**src/rtl/dmem_arb_pkg.sv**
```systemverilog
// Shared types and constants for the dmem_arbiter block.
// Optional feature macro used by the top: DMEM_ARB_ALIGN_CHECK_EN.
package dmem_arb_pkg;

    localparam int NUM_REQ = 2;
    localparam int DATA_W  = 32;
    localparam int ADDR_W  = 32;

    typedef enum logic [1:0] {
        IDLE,
        ACCESS,
        WAIT,
        RESP
    } arb_state_t;

    typedef logic req_id_t;

    function automatic logic is_misaligned(input logic [ADDR_W-1:0] addr);
        return addr[1:0] != 2'b00;
    endfunction

endpackage

```
**src/rtl/dmem_arbiter_rr_arb2.sv**
```systemverilog
// Combinational two-way round-robin grant: on a tie the requester that did
// not win last time is chosen; a lone requester always wins.
module rr_arb2
    import dmem_arb_pkg::*;
(
    input  logic [NUM_REQ-1:0] req_valid,
    input  req_id_t            last_grant,
    output logic [NUM_REQ-1:0] gnt,
    output req_id_t            gnt_id
);

    always_comb begin
        gnt_id = 1'b0;
        gnt    = '0;
        if (req_valid == 2'b11) begin
            gnt_id = ~last_grant;
        end else if (req_valid[1]) begin
            gnt_id = 1'b1;
        end
        if (|req_valid) begin
            gnt[gnt_id] = 1'b1;
        end
    end

endmodule

```
**src/rtl/dmem_arbiter.sv**
```systemverilog
// Two-port arbiter and access sequencer in front of a single-port data memory.
// Define DMEM_ARB_ALIGN_CHECK_EN to reject word-misaligned requests with rspErr.
module dmem_arbiter
    import dmem_arb_pkg::*;
#(
    parameter int RD_LATENCY = 1
) (
    input  logic                  clk,
    input  logic                  resetN,
    input  logic [NUM_REQ-1:0]    reqValid,
    input  logic [NUM_REQ-1:0]    reqWrite,
    input  logic [ADDR_W-1:0]     reqAddr   [0:NUM_REQ-1],
    input  logic [DATA_W-1:0]     reqWrData [0:NUM_REQ-1],
    output logic [NUM_REQ-1:0]    reqReady,
    output logic [NUM_REQ-1:0]    rspValid,
    output logic [DATA_W-1:0]     rspData,
    output logic                  rspErr,
    output logic [ADDR_W-1:0]     memAddress,
    output logic [DATA_W-1:0]     memWrData,
    output logic                  memWrite,
    output logic                  memRead,
    input  logic [DATA_W-1:0]     memReadData
);

    localparam logic [1:0] CNT_INIT = (RD_LATENCY > 0) ? 2'(RD_LATENCY - 1) : 2'd0;

    arb_state_t          state_q, state_d;
    req_id_t             last_grant_q, last_grant_d;
    req_id_t             id_q, id_d;
    logic                write_q, write_d;
    logic                err_q, err_d;
    logic [ADDR_W-1:0]   addr_q, addr_d;
    logic [DATA_W-1:0]   wdata_q, wdata_d;
    logic [1:0]          cnt_q, cnt_d;
    logic [DATA_W-1:0]   rsp_data_q, rsp_data_d;

    logic [NUM_REQ-1:0]  gnt;
    req_id_t             gnt_id;
    logic                accept;
    logic                req_misaligned;

    rr_arb2 u_rr_arb2 (
        .req_valid  (reqValid),
        .last_grant (last_grant_q),
        .gnt        (gnt),
        .gnt_id     (gnt_id)
    );

`ifdef DMEM_ARB_ALIGN_CHECK_EN
    assign req_misaligned = is_misaligned(reqAddr[gnt_id]);
`else
    assign req_misaligned = 1'b0;
`endif

    // Gating with resetN keeps reqReady low while reset is held.
    assign accept   = (state_q == IDLE) && resetN && (|reqValid);
    assign reqReady = accept ? gnt : '0;

    always_comb begin
        state_d      = state_q;
        last_grant_d = last_grant_q;
        id_d         = id_q;
        write_d      = write_q;
        err_d        = err_q;
        addr_d       = addr_q;
        wdata_d      = wdata_q;
        cnt_d        = cnt_q;
        rsp_data_d   = rsp_data_q;

        case (state_q)
            IDLE: begin
                if (accept) begin
                    last_grant_d = gnt_id;
                    id_d         = gnt_id;
                    write_d      = reqWrite[gnt_id];
                    err_d        = req_misaligned;
                    if (req_misaligned) begin
                        rsp_data_d = '0;
                        state_d    = RESP;
                    end else begin
                        addr_d  = reqAddr[gnt_id];
                        wdata_d = reqWrData[gnt_id];
                        state_d = ACCESS;
                    end
                end
            end
            ACCESS: begin
                if (write_q) begin
                    rsp_data_d = '0;
                    state_d    = RESP;
                end else if (RD_LATENCY == 0) begin
                    rsp_data_d = memReadData;
                    state_d    = RESP;
                end else begin
                    cnt_d   = CNT_INIT;
                    state_d = WAIT;
                end
            end
            WAIT: begin
                if (cnt_q != 2'd0) begin
                    cnt_d = cnt_q - 2'd1;
                end else begin
                    rsp_data_d = memReadData;
                    state_d    = RESP;
                end
            end
            RESP: begin
                state_d = IDLE;
            end
            default: begin
                state_d = IDLE;
            end
        endcase
    end

    always_ff @(posedge clk or negedge resetN) begin
        if (!resetN) begin
            state_q      <= IDLE;
            last_grant_q <= 1'b1;
            id_q         <= 1'b0;
            write_q      <= 1'b0;
            err_q        <= 1'b0;
            addr_q       <= '0;
            wdata_q      <= '0;
            cnt_q        <= 2'd0;
            rsp_data_q   <= '0;
        end else begin
            state_q      <= state_d;
            last_grant_q <= last_grant_d;
            id_q         <= id_d;
            write_q      <= write_d;
            err_q        <= err_d;
            addr_q       <= addr_d;
            wdata_q      <= wdata_d;
            cnt_q        <= cnt_d;
            rsp_data_q   <= rsp_data_d;
        end
    end

    // Strobes decode straight from the state flop so an async reset drops them at once.
    assign memWrite   = (state_q == ACCESS) &&  write_q;
    assign memRead    = (state_q == ACCESS) && !write_q;
    assign memAddress = addr_q;
    assign memWrData  = wdata_q;
    assign rspData    = rsp_data_q;
    assign rspErr     = (state_q == RESP) && err_q;

    always_comb begin
        rspValid = '0;
        if (state_q == RESP) begin
            rspValid[id_q] = 1'b1;
        end
    end

endmodule

```
**config.mk**
```make
export PLATFORM = sky130hd
export DESIGN_NAME = dmem_arbiter
export DESIGN_NICKNAME = d
export VERILOG_FILES = /design/src/rtl/dmem_arb_pkg.sv /design/src/rtl/dmem_arbiter_rr_arb2.sv /design/src/rtl/dmem_arbiter.sv
export SDC_FILE = /design/constraint.sdc
export NUM_CORES = 1
export LEC_CHECK = 0
export ABC_CLOCK_PERIOD_IN_PS = 5000
export CAP_MARGIN = 20
export CORE_ASPECT_RATIO = 2
export CORE_MARGIN = 8
export CORE_UTILIZATION = 40
export CTS_CLUSTER_DIAMETER = 60
export DETAILED_ROUTE_END_ITERATION = 7
export PLACE_DENSITY = 0.86
export SLEW_MARGIN = 25
export SYNTH_ARGS = -nofsm -noshare
export SYNTH_HDL_FRONTEND = slang
export SYNTH_SLANG_ARGS = --single-unit
export TNS_END_PERCENT = 100
```
**constraint.sdc**
```tcl
create_clock -name clk -period 5 [get_ports clk]
set_clock_uncertainty 0.15 [all_clocks]
set_input_delay 0.75 -clock clk [delete_from_list [all_inputs] [get_ports clk]]
set_output_delay 0.75 -clock clk [all_outputs]
set_load 0.005 [all_outputs]
```
======== After elaboration in Yosys (flattened, before gate mapping) ========
Cells that the tools add are included.
Widths: inputs -> output; s select.
operators by class
  $add $sub $neg .......................... 1
  magnitude comparators ................... 5
  equal/unequal tests ..................... 9
  muxes and demuxes ....................... 27
  bitwise logic cells ..................... 2
  reduce and logical (&&, ||, !) cells .... 15
operator list
  operator             number
  $mux 32              8
  $pmux 32 s2          1
  $mux 2               7
  $ne 2x2->1 const B   5
  $pmux 2 s4           1
  $mux 1               7
  $eq 2x2->1 const B   3
  $logic_and 1x1->1    6
  $reduce_and 3->1     2
  $lt 1x2->1 const B   2
  $pmux 2 s2           1
  $reduce_and 2->1     2
  $reduce_bool 2->1    2
  $demux 1 s1          2
  $eq 2x1->1 const B   1
  $ge 1x1->1 const B   2
  $ge 2x2->1 const B   1
  $logic_not 2->1      1
  $not 1->2            1
  $reduce_or 2->1      1
  $sub 2x1->2 const B  1
  $logic_not 1->1      1
  $not 1->1            1
storage, ports and cells
  flip-flop bits (word level) ............. 103
  input port bits ......................... 166
  output and inout port bits .............. 103
  word-level logic and storage cells ...... 67

======== Longest topological paths before layout ========
Gate-level depths: netlist of run 1.
  depth after elaboration ................. 8
  mapped depth ............................ 7
  depth with buffers taken out ............ 6

======== By module ========
From an unflattened synthesis of run 1, not the netlist that was laid out.
second synthesis, totals
  cell total of the unflattened synthesis .. 408
  area total of the unflattened synthesis .. 4544.4 um2
by module, submodules not included
  module        instances  cells an instance  area each (um2)  sequential area each (um2)
  dmem_arbiter  1          404                4518.1           2578.7
  rr_arb2       1          4                  26.3             0.0

======== Worst setup path after synthesis of run 1 ========
No wires, ideal clock.
  kind .................................... input to output
  start point ............................. input port resetN
  end point ............................... output port reqReady[1]
  arrival ................................. 1.196 ns
  data required time ...................... 4.100 ns
  slack ................................... 2.904 ns
  stages .................................. 3
  cell sequence ........................... nand3_1 a21oi_2 buf_2
on the way
  cells in the longest elaborated chain, start to end .. 3
RTL lines
  element                          line                text
  from (decl)                      dmem_arbiter.sv:9   input logic resetN,
  $logic_and 1x1->1 (2 in series)  dmem_arbiter.sv:56  assign accept = (state_q == IDLE) && resetN && (|reqValid);
  $mux 2                           dmem_arbiter.sv:57  assign reqReady = accept ? gnt : '0;
  to (decl)                        dmem_arbiter.sv:14  output logic [NUM_REQ-1:0] reqReady,
No other way between the ends.

======== Worst setup path in the final report of run 1 ========
  start point ............................. input port reqValid[1]
  end point ............................... output port reqReady[1]
on the way
  cells in the longest elaborated chain, start to end .. 8
  elaborated cells on any way between the ends .. 12
RTL lines
  element                                                         line                                                    text
  from (decl)                                                     dmem_arbiter.sv:10                                      input logic [NUM_REQ-1:0] reqValid,
  $eq 2x2->1 or $mux 1 (tied branches)                            dmem_arbiter_rr_arb2.sv:15, dmem_arbiter_rr_arb2.sv:17
  $mux 1                                                          dmem_arbiter_rr_arb2.sv:15                              if (req_valid == 2'b11) begin
  $lt 1x2->1 (implied by the code) or $ge 1x1->1 (tied branches)  dmem_arbiter_rr_arb2.sv:21                              gnt[gnt_id] = 1'b1;
  $logic_and 1x1->1 (implied by the code)                         dmem_arbiter_rr_arb2.sv:21
  $mux 1 (implied by the code)                                    dmem_arbiter_rr_arb2.sv:21
  $demux 1 s1                                                     n/a
  $mux 2                                                          dmem_arbiter_rr_arb2.sv:20                              if (|req_valid) begin
  $mux 2 *                                                        dmem_arbiter.sv:57
Mark *: on every way between the ends. The rest lies on a longest branch, timed or not.

==> impl_metrics.py, run 1 <==
metrics = {
    "run_status": {
        "status": "finished, final reports clean",
    },
    "logic_synthesis": {
        "ys_seq_elements": 103,
        "ys_types": 31,
        "synth_common_cells": "dfrtp_1 (102), a221o_1 (65), and2_0 (57)",
        "synth-xor-area-share_pct": 0,
        "syn-instance-count": 335,
        "yosysSeqAreaShare_pct": 59.0,
        "synth_area_leaders": "dfrtp_1 (58%), a221o_1 (15%), and2_0 (8.2%)",
        "yosysMostFrequentCell": "dfrtp_1",
        "yosys_warnings": 0,
        "syn-num-nets": 506,
        "async_reset_ff_share_pct": 100,
        "synth_top_family_by_area": "compound AO/OA/AOI/OAI gates",
        "synth.cell_area_um2": 4370,
        "synth_top_area_share_pct": 58.4,
        "synthAdderAreaFrac_pct": 1.43,
        "syn_avg_cell_area_um2": 13.1,
        "synth_mux_area_share_pct": 0.257,
        "synth-main-ff-cell": "dfrtp_1",
        "synth-edff-count": 0,
        "yosysTopAreaCell": "dfrtp_1",
        "synth-compound-area-share_pct": 23.8,
        "synth_simple_gate_area_share_pct": 10.7,
    },
    "worst_setup_path": {
        "reg2reg_depth": 6,
        "worst-path-stages": 4,
        "crit_required_ns": 4.10,
        "crit_path_start_kind": "primary input",
        "path_common_cell": "clkdlybuf4s50_1",
        "cp.buffers_inverters": 2,
        "r2r-start": "state_q[0]",
        "ff2ff_setup_slack_ns": 2.65,
        "r2r_end": "memAddress[12]",
        "worstSetupPathType": "primary input to primary output",
        "cp-end-kind": "primary output",
        "critPathLaunch": "reqValid[1]",
        "slowest_delay_ns": 0.62,
        "cp-endpoint": "reqReady[1]",
        "cp_data_arrival_time_ns": 2.24,
        "cp_top_family": "buffers and inverters",
        "worst_path_max_delay_cell": "clkdlybuf4s50_1",
        "crit_fanout": 4,
        "cp_cell_sequence": "clkdlybuf4s50_1, nand3_1, a21oi_4, clkdlybuf4s50_1",
    },
    "routing": {
        "drtIter0Drc": 278,
        "drc": 0,
        "vias": 3970,
        "postRouteAntennaNets": 0,
        "firstDrtPassIters": 4,
        "totalWireLength_mm": 16.3,
        "via_per_inst": 5.39,
        "wl_per_cell_um": 22.2,
    },
    "grt": {
        "grt_pass1_vias": 4386,
        "grt_use_total_pct": 21.8,
        "overflow": 0,
        "grt_max_degree": 68,
        "grt_pass1_wl_mm": 25.2,
        "antenna_found_initial": 0,
    },
    "placed_design": {
        "hpwl_mm": 12.4,
        "port_buffers": 267,
        "dp_worst_setup_slack_ns": 1.85,
        "gp_congestion": 0.799,
    },
    "power": {
        "combPwrFrac_pct": 46.7,
        "p_int_w": 0.00274,
        "leakage_nw": 3.13,
        "clockPowerShare_pct": 18.3,
        "p_total_w": 0.00396,
        "p_switching_w": 0.00122,
        "p_sw_share_pct": 30.7,
        "peakVddDrop_mv": 0.289,
        "powerDensity_nw_per_um2": 533,
        "p_seq_share_pct": 35.0,
    },
    "cts": {
        "numCtsBuffers": 9,
        "post_cts_buffers": 0,
        "worstSkewPairLatency_ns": 0.33,
        "clk_pin_slew_ns": 0.07,
        "clock_path_buffers": 2,
        "cts.sinks": 103,
        "htree_levels": 3,
        "hold_buffers": 0,
        "cts_tree": "done",
        "cts_root_buf": "clkbuf_16",
        "ctsResizeCount": 0,
    },
    "layout": {
        "nFillCells": 812,
        "nets": 761,
        "drive_above_1_share_pct": 5.04,
        "synthToLayoutAreaGrowth_pct": 69.9,
    },
    "floorplan": {
        "die_h_um": 164,
        "pin_count": 269,
        "dieArea_um2": 14700,
        "initial_utilization_pct": 40.5,
        "core_um2": 10800,
        "rows": 54,
        "die_x_um": 89.9,
    },
    "sta": {
        "slew_viol_final": 0,
        "setup_viol": 0,
        "fmax_mhz": 319,
        "hold_viol": 0,
        "rsz0062_at_grt": "false",
        "fin_crit_ns": 3.14,
        "period_share_pct": 62.7,
        "tns_ns": 0,
        "setup_slack_ns": 1.86,
        "whs_ns": 0.101,
        "tightest_slew_ns": 0.777,
        "maxSlewHeadroom_pct": 47.9,
    },
    "run": {
        "maxCapViolCount": 0,
    },
    "hold_path": {
        "min_path_type": "primary input to async pin",
    },
}
[kinds of logic after synthesis]
logic type / after synthesis
AND/OR/NAND/NOR: 77
AO/OA/AOI/OAI: 112
other: 1
adder cells (fa/ha/maj): 5
buffers and inverters: 36
flip-flops: 103
multiplexers: 1
[layer usage]
metal	part of all wire, %	track usage, %	up-vias
met5	0	0	-
met4	3.8	11.4	0
met3	5.9	6.18	30
met2	55	39.4	174
met1	35	22.3	1981
li1	-	-	1785
[final cells by class]
class / instances / area (um^2) / share of cell area [%]
repair buffers: 273 / 2720 / 36.5
flip-flops and latches: 103 / 2580 / 34.7
multi-input cells: 196 / 1620 / 21.8
clock buffers: 10 / 239 / 3.22
well taps: 140 / 175 / 2.36
clock inverters: 6 / 76.3 / 1.03
inverters: 7 / 26.3 / 0.354
diodes: 1 / 2.50 / 0.0337
[registers in the layout, indices dropped and copies added, names as in the netlist]
| register | count |
|---|---|
| id_q | 1 |
| state_q | 2 |
| rspData | 32 |
| memAddress | 32 |
| memWrData | 32 |
| write_q | 1 |
| cnt_q | 2 |
| last_grant_q | 1 |
[through the flow]
step | cells | util [%] | area (um^2)
after floorplan | 335 | - | 4370
after detailed placement | 719 | 65.8 | 7110
after global placement | 719 | 65.8 | 7110
after global routing | 735 | 68.7 | 7430
final | 736 | 68.7 | 7430
after CTS | 735 | 68.7 | 7430
[power groups by stage]
stage               sequential, W  combinational [W]  clock, W
floorplan                 0.00140           0.000774         0
global placement          0.00138            0.00181         0
detailed placement        0.00139            0.00186         0
CTS                       0.00139            0.00188  0.000749
global route              0.00143            0.00200  0.000782
finish                    0.00139            0.00185  0.000727
[cells in the final DEF, fill, tap and decap left out, types with 2 or more instances in the layout]
master and count:
buf_4 7, o21ai_0 3, nand2_1 3, nand2b_1 2, and2_0 57, clkinv_4 2, nand3_1 2, clkbuf_16 9
a21oi_4 2, dfrtp_1 102, clkdlybuf4s50_1 266, a22o_1 34, inv_6 2, a221o_1 65, ha_1 5, inv_1 7
a21o_1 2, and2_1 9
[worst min path at each step]
stage | cells past startpoint | endpoint | startpoint
after floorplan | 0 | cnt_q[0] | resetN
after global placement | 1 | id_q | id_q
after detailed placement | 1 | id_q | id_q
after CTS | 1 | memWrData[4] | resetN
after global routing | 1 | memWrData[4] | resetN
final | 1 | memWrData[4] | resetN
No activity file was read; power rests on OpenSTA's default activity.
==> run 2, diff against run 1 <==
--- a/config.mk
+++ b/config.mk
@@ -5,14 +5,14 @@
 export SDC_FILE = /design/constraint.sdc
 export NUM_CORES = 1
 export LEC_CHECK = 0
-export ABC_CLOCK_PERIOD_IN_PS = 5000
+export ABC_CLOCK_PERIOD_IN_PS = 3050
 export CAP_MARGIN = 20
 export CORE_ASPECT_RATIO = 2
 export CORE_MARGIN = 8
-export CORE_UTILIZATION = 40
+export CORE_UTILIZATION = 37
 export CTS_CLUSTER_DIAMETER = 60
 export DETAILED_ROUTE_END_ITERATION = 7
-export PLACE_DENSITY = 0.86
+export PLACE_DENSITY = 0.8
 export SLEW_MARGIN = 25
 export SYNTH_ARGS = -nofsm -noshare
 export SYNTH_HDL_FRONTEND = slang
==> constraint.sdc (replaced) <==
create_clock -name clk -period 3.05 [get_ports clk]
set_clock_uncertainty 0.15 [all_clocks]
set_input_delay 0.4575 -clock clk [delete_from_list [all_inputs] [get_ports clk]]
set_output_delay 0.4575 -clock clk [all_outputs]
set_load 0.005 [all_outputs]
==> impl_metrics.py, run 2 (synthesized netlist as in run 1, its figures left out) <==
metrics = {
    "worst_setup_path": {
        "cp-end-kind": "primary output",
        "crit_path_start_kind": "flop",
        "worstSetupPathType": "flop to primary output",
        "worst_path_max_delay_cell": "clkdlybuf4s50_1",
        "slowest_delay_ns": 0.56,
        "crit_required_ns": 2.44,
        "cp.buffers_inverters": 2,
        "cp_top_family": "buffers and inverters",
        "crit_fanout": 6,
        "cp_cell_sequence": "inv_1, ha_1, nand3_1, a21oi_4, clkdlybuf4s50_1",
        "cp_data_arrival_time_ns": 2.08,
    },
    "floorplan": {
        "initial_utilization_pct": 37.6,
        "pin_count": 269,
        "die_h_um": 170,
        "die_x_um": 92.9,
        "dieArea_um2": 15800,
        "core_um2": 11600,
        "rows": 56,
    },
    "cts": {
        "cts.sinks": 103,
        "clk_pin_slew_ns": 0.07,
        "numCtsBuffers": 9,
        "worstSkewPairLatency_ns": 0.33,
        "htree_levels": 3,
        "clock_path_buffers": 2,
        "cts_tree": "done",
        "cts_root_buf": "clkbuf_16",
    },
    "sta": {
        "period_share_pct": 88.1,
        "rsz0062_at_grt": "false",
        "tns_ns": 0,
        "slew_viol_final": 0,
        "fin_crit_ns": 2.69,
        "setup_viol": 0,
        "tightest_slew_ns": 0.811,
        "maxSlewHeadroom_pct": 46.0,
        "fmax_mhz": 372,
        "hold_viol": 0,
    },
    "layout": {
        "most-common-layout-cells": "clkdlybuf4s50_1 (266), dfrtp_1 (102), a221o_1 (65), and2_0 (57), a22o_1 (34)",
        "nFillCells": 942,
        "multi_input_area_um2": 1620,
        "stdcell_count": 742,
        "seqCellArea_um2": 2580,
        "synthToLayoutAreaGrowth_pct": 69.9,
        "final_common_cell": "clkdlybuf4s50_1",
        "nets": 762,
        "drive_above_1_share_pct": 5.03,
    },
    "grt": {
        "grt_pass1_vias": 4397,
        "grt_use_total_pct": 20.3,
        "grt_pass1_wl_mm": 25.0,
        "grt_max_degree": 68,
        "antenna_found_initial": 1,
        "overflow": 0,
    },
    "routing": {
        "firstDrtPassIters": 4,
        "wl_per_cell_um": 21.8,
        "postRouteAntennaNets": 0,
        "via_per_inst": 5.32,
        "drtIter0Drc": 155,
        "vias": 3950,
        "totalWireLength_mm": 16.1,
        "drc": 0,
    },
    "run": {
        "maxCapViolCount": 0,
    },
    "power": {
        "leakage_nw": 3.13,
        "peakVddDrop_mv": 0.450,
        "powerDensity_nw_per_um2": 860,
    },
    "placed_design": {
        "hpwl_mm": 12.5,
        "gp_congestion": 0.812,
        "port_buffers": 267,
        "dp.cells": 724,
    },
    "run_status": {
        "status": "finished, final reports clean",
    },
    "hold_path": {
        "min_path_type": "flop to flop",
    },
}
[run 2: changes by cell type in the layout (fill, tap and decap cells not counted), sizes merged]
cell	before	now
inv	10	11
dlygate4sd3	0	1
clkinv	2	3
clkbuf	10	9
bufinv	1	0
[run 2: repair_timing]
action,in CTS,in global routing
resized for setup,0,0
hold buffers,1,0
setup buffers,0,0
hold endpoints to repair,5,0
[run 2: worst paths after layout]
path                       startpoint       endpoint  slack [ns]  cells after the start
setup / recovery           state_q[0]    reqReady[1]        0.36                      5
hold / removal                   id_q           id_q        0.35                      1
setup reg to reg           state_q[0]  memAddress[0]        0.70                      6
hold reg to reg                  id_q           id_q        0.35                      1
max in group asynchronous      resetN     rspData[4]        1.34                      3
min in group asynchronous      resetN  memWrData[11]        0.38                      2
[run 2: per-layer routing]
layer | part of all wire, % | track usage [%]
met3 | 6.6 | 6.11
met5 | 0 | 0
met4 | 4.7 | 10.5
met1 | 35 | 21.2
met2 | 54 | 35.6
[run 2: power breakdown]
| part | internal [W] | total (W) | switching, W |
|---|---|---|---|
| Clock | 0.000573 | 0.00111 | 0.000533 |
| Combinational | 0.00188 | 0.00300 | 0.00113 |
| Sequential | 0.00196 | 0.00228 | 0.000324 |
[run 2: through the flow]
stage                     setup slack [ns]  total power (W)  area, um^2  utilization (%)  hold slack (ns)
after floorplan                       1.26          0.00357        4370                -           0.0119
after global placement               0.477          0.00522        7130             61.3            0.144
after detailed placement             0.481          0.00533        7130             61.3            0.144
after CTS                            0.325          0.00648        7430             63.9            0.349
after global routing                 0.188          0.00680        7430             63.9            0.368
final                                0.363          0.00639        7430             63.9            0.346
[run 2: final cells by class]
cell class / instances / share of cell area (%)
antenna: 1 / 0.0337
clock buffer: 9 / 3.03
clock inverter: 7 / 0.842
inverter: 7 / 0.354
multi-input combinational: 196 / 21.8
sequential: 103 / 34.7
tap: 145 / 2.44
timing repair buffer: 274 / 36.8
[run 2: worst reg2reg max path: stages (launching register included)]
cell and delay, ns:
dfrtp_1 0.44, inv_1 0.11, ha_1 0.32, nand3_1 0.18, a21oi_4 0.16, buf_4 0.61, a221o_1 0.32
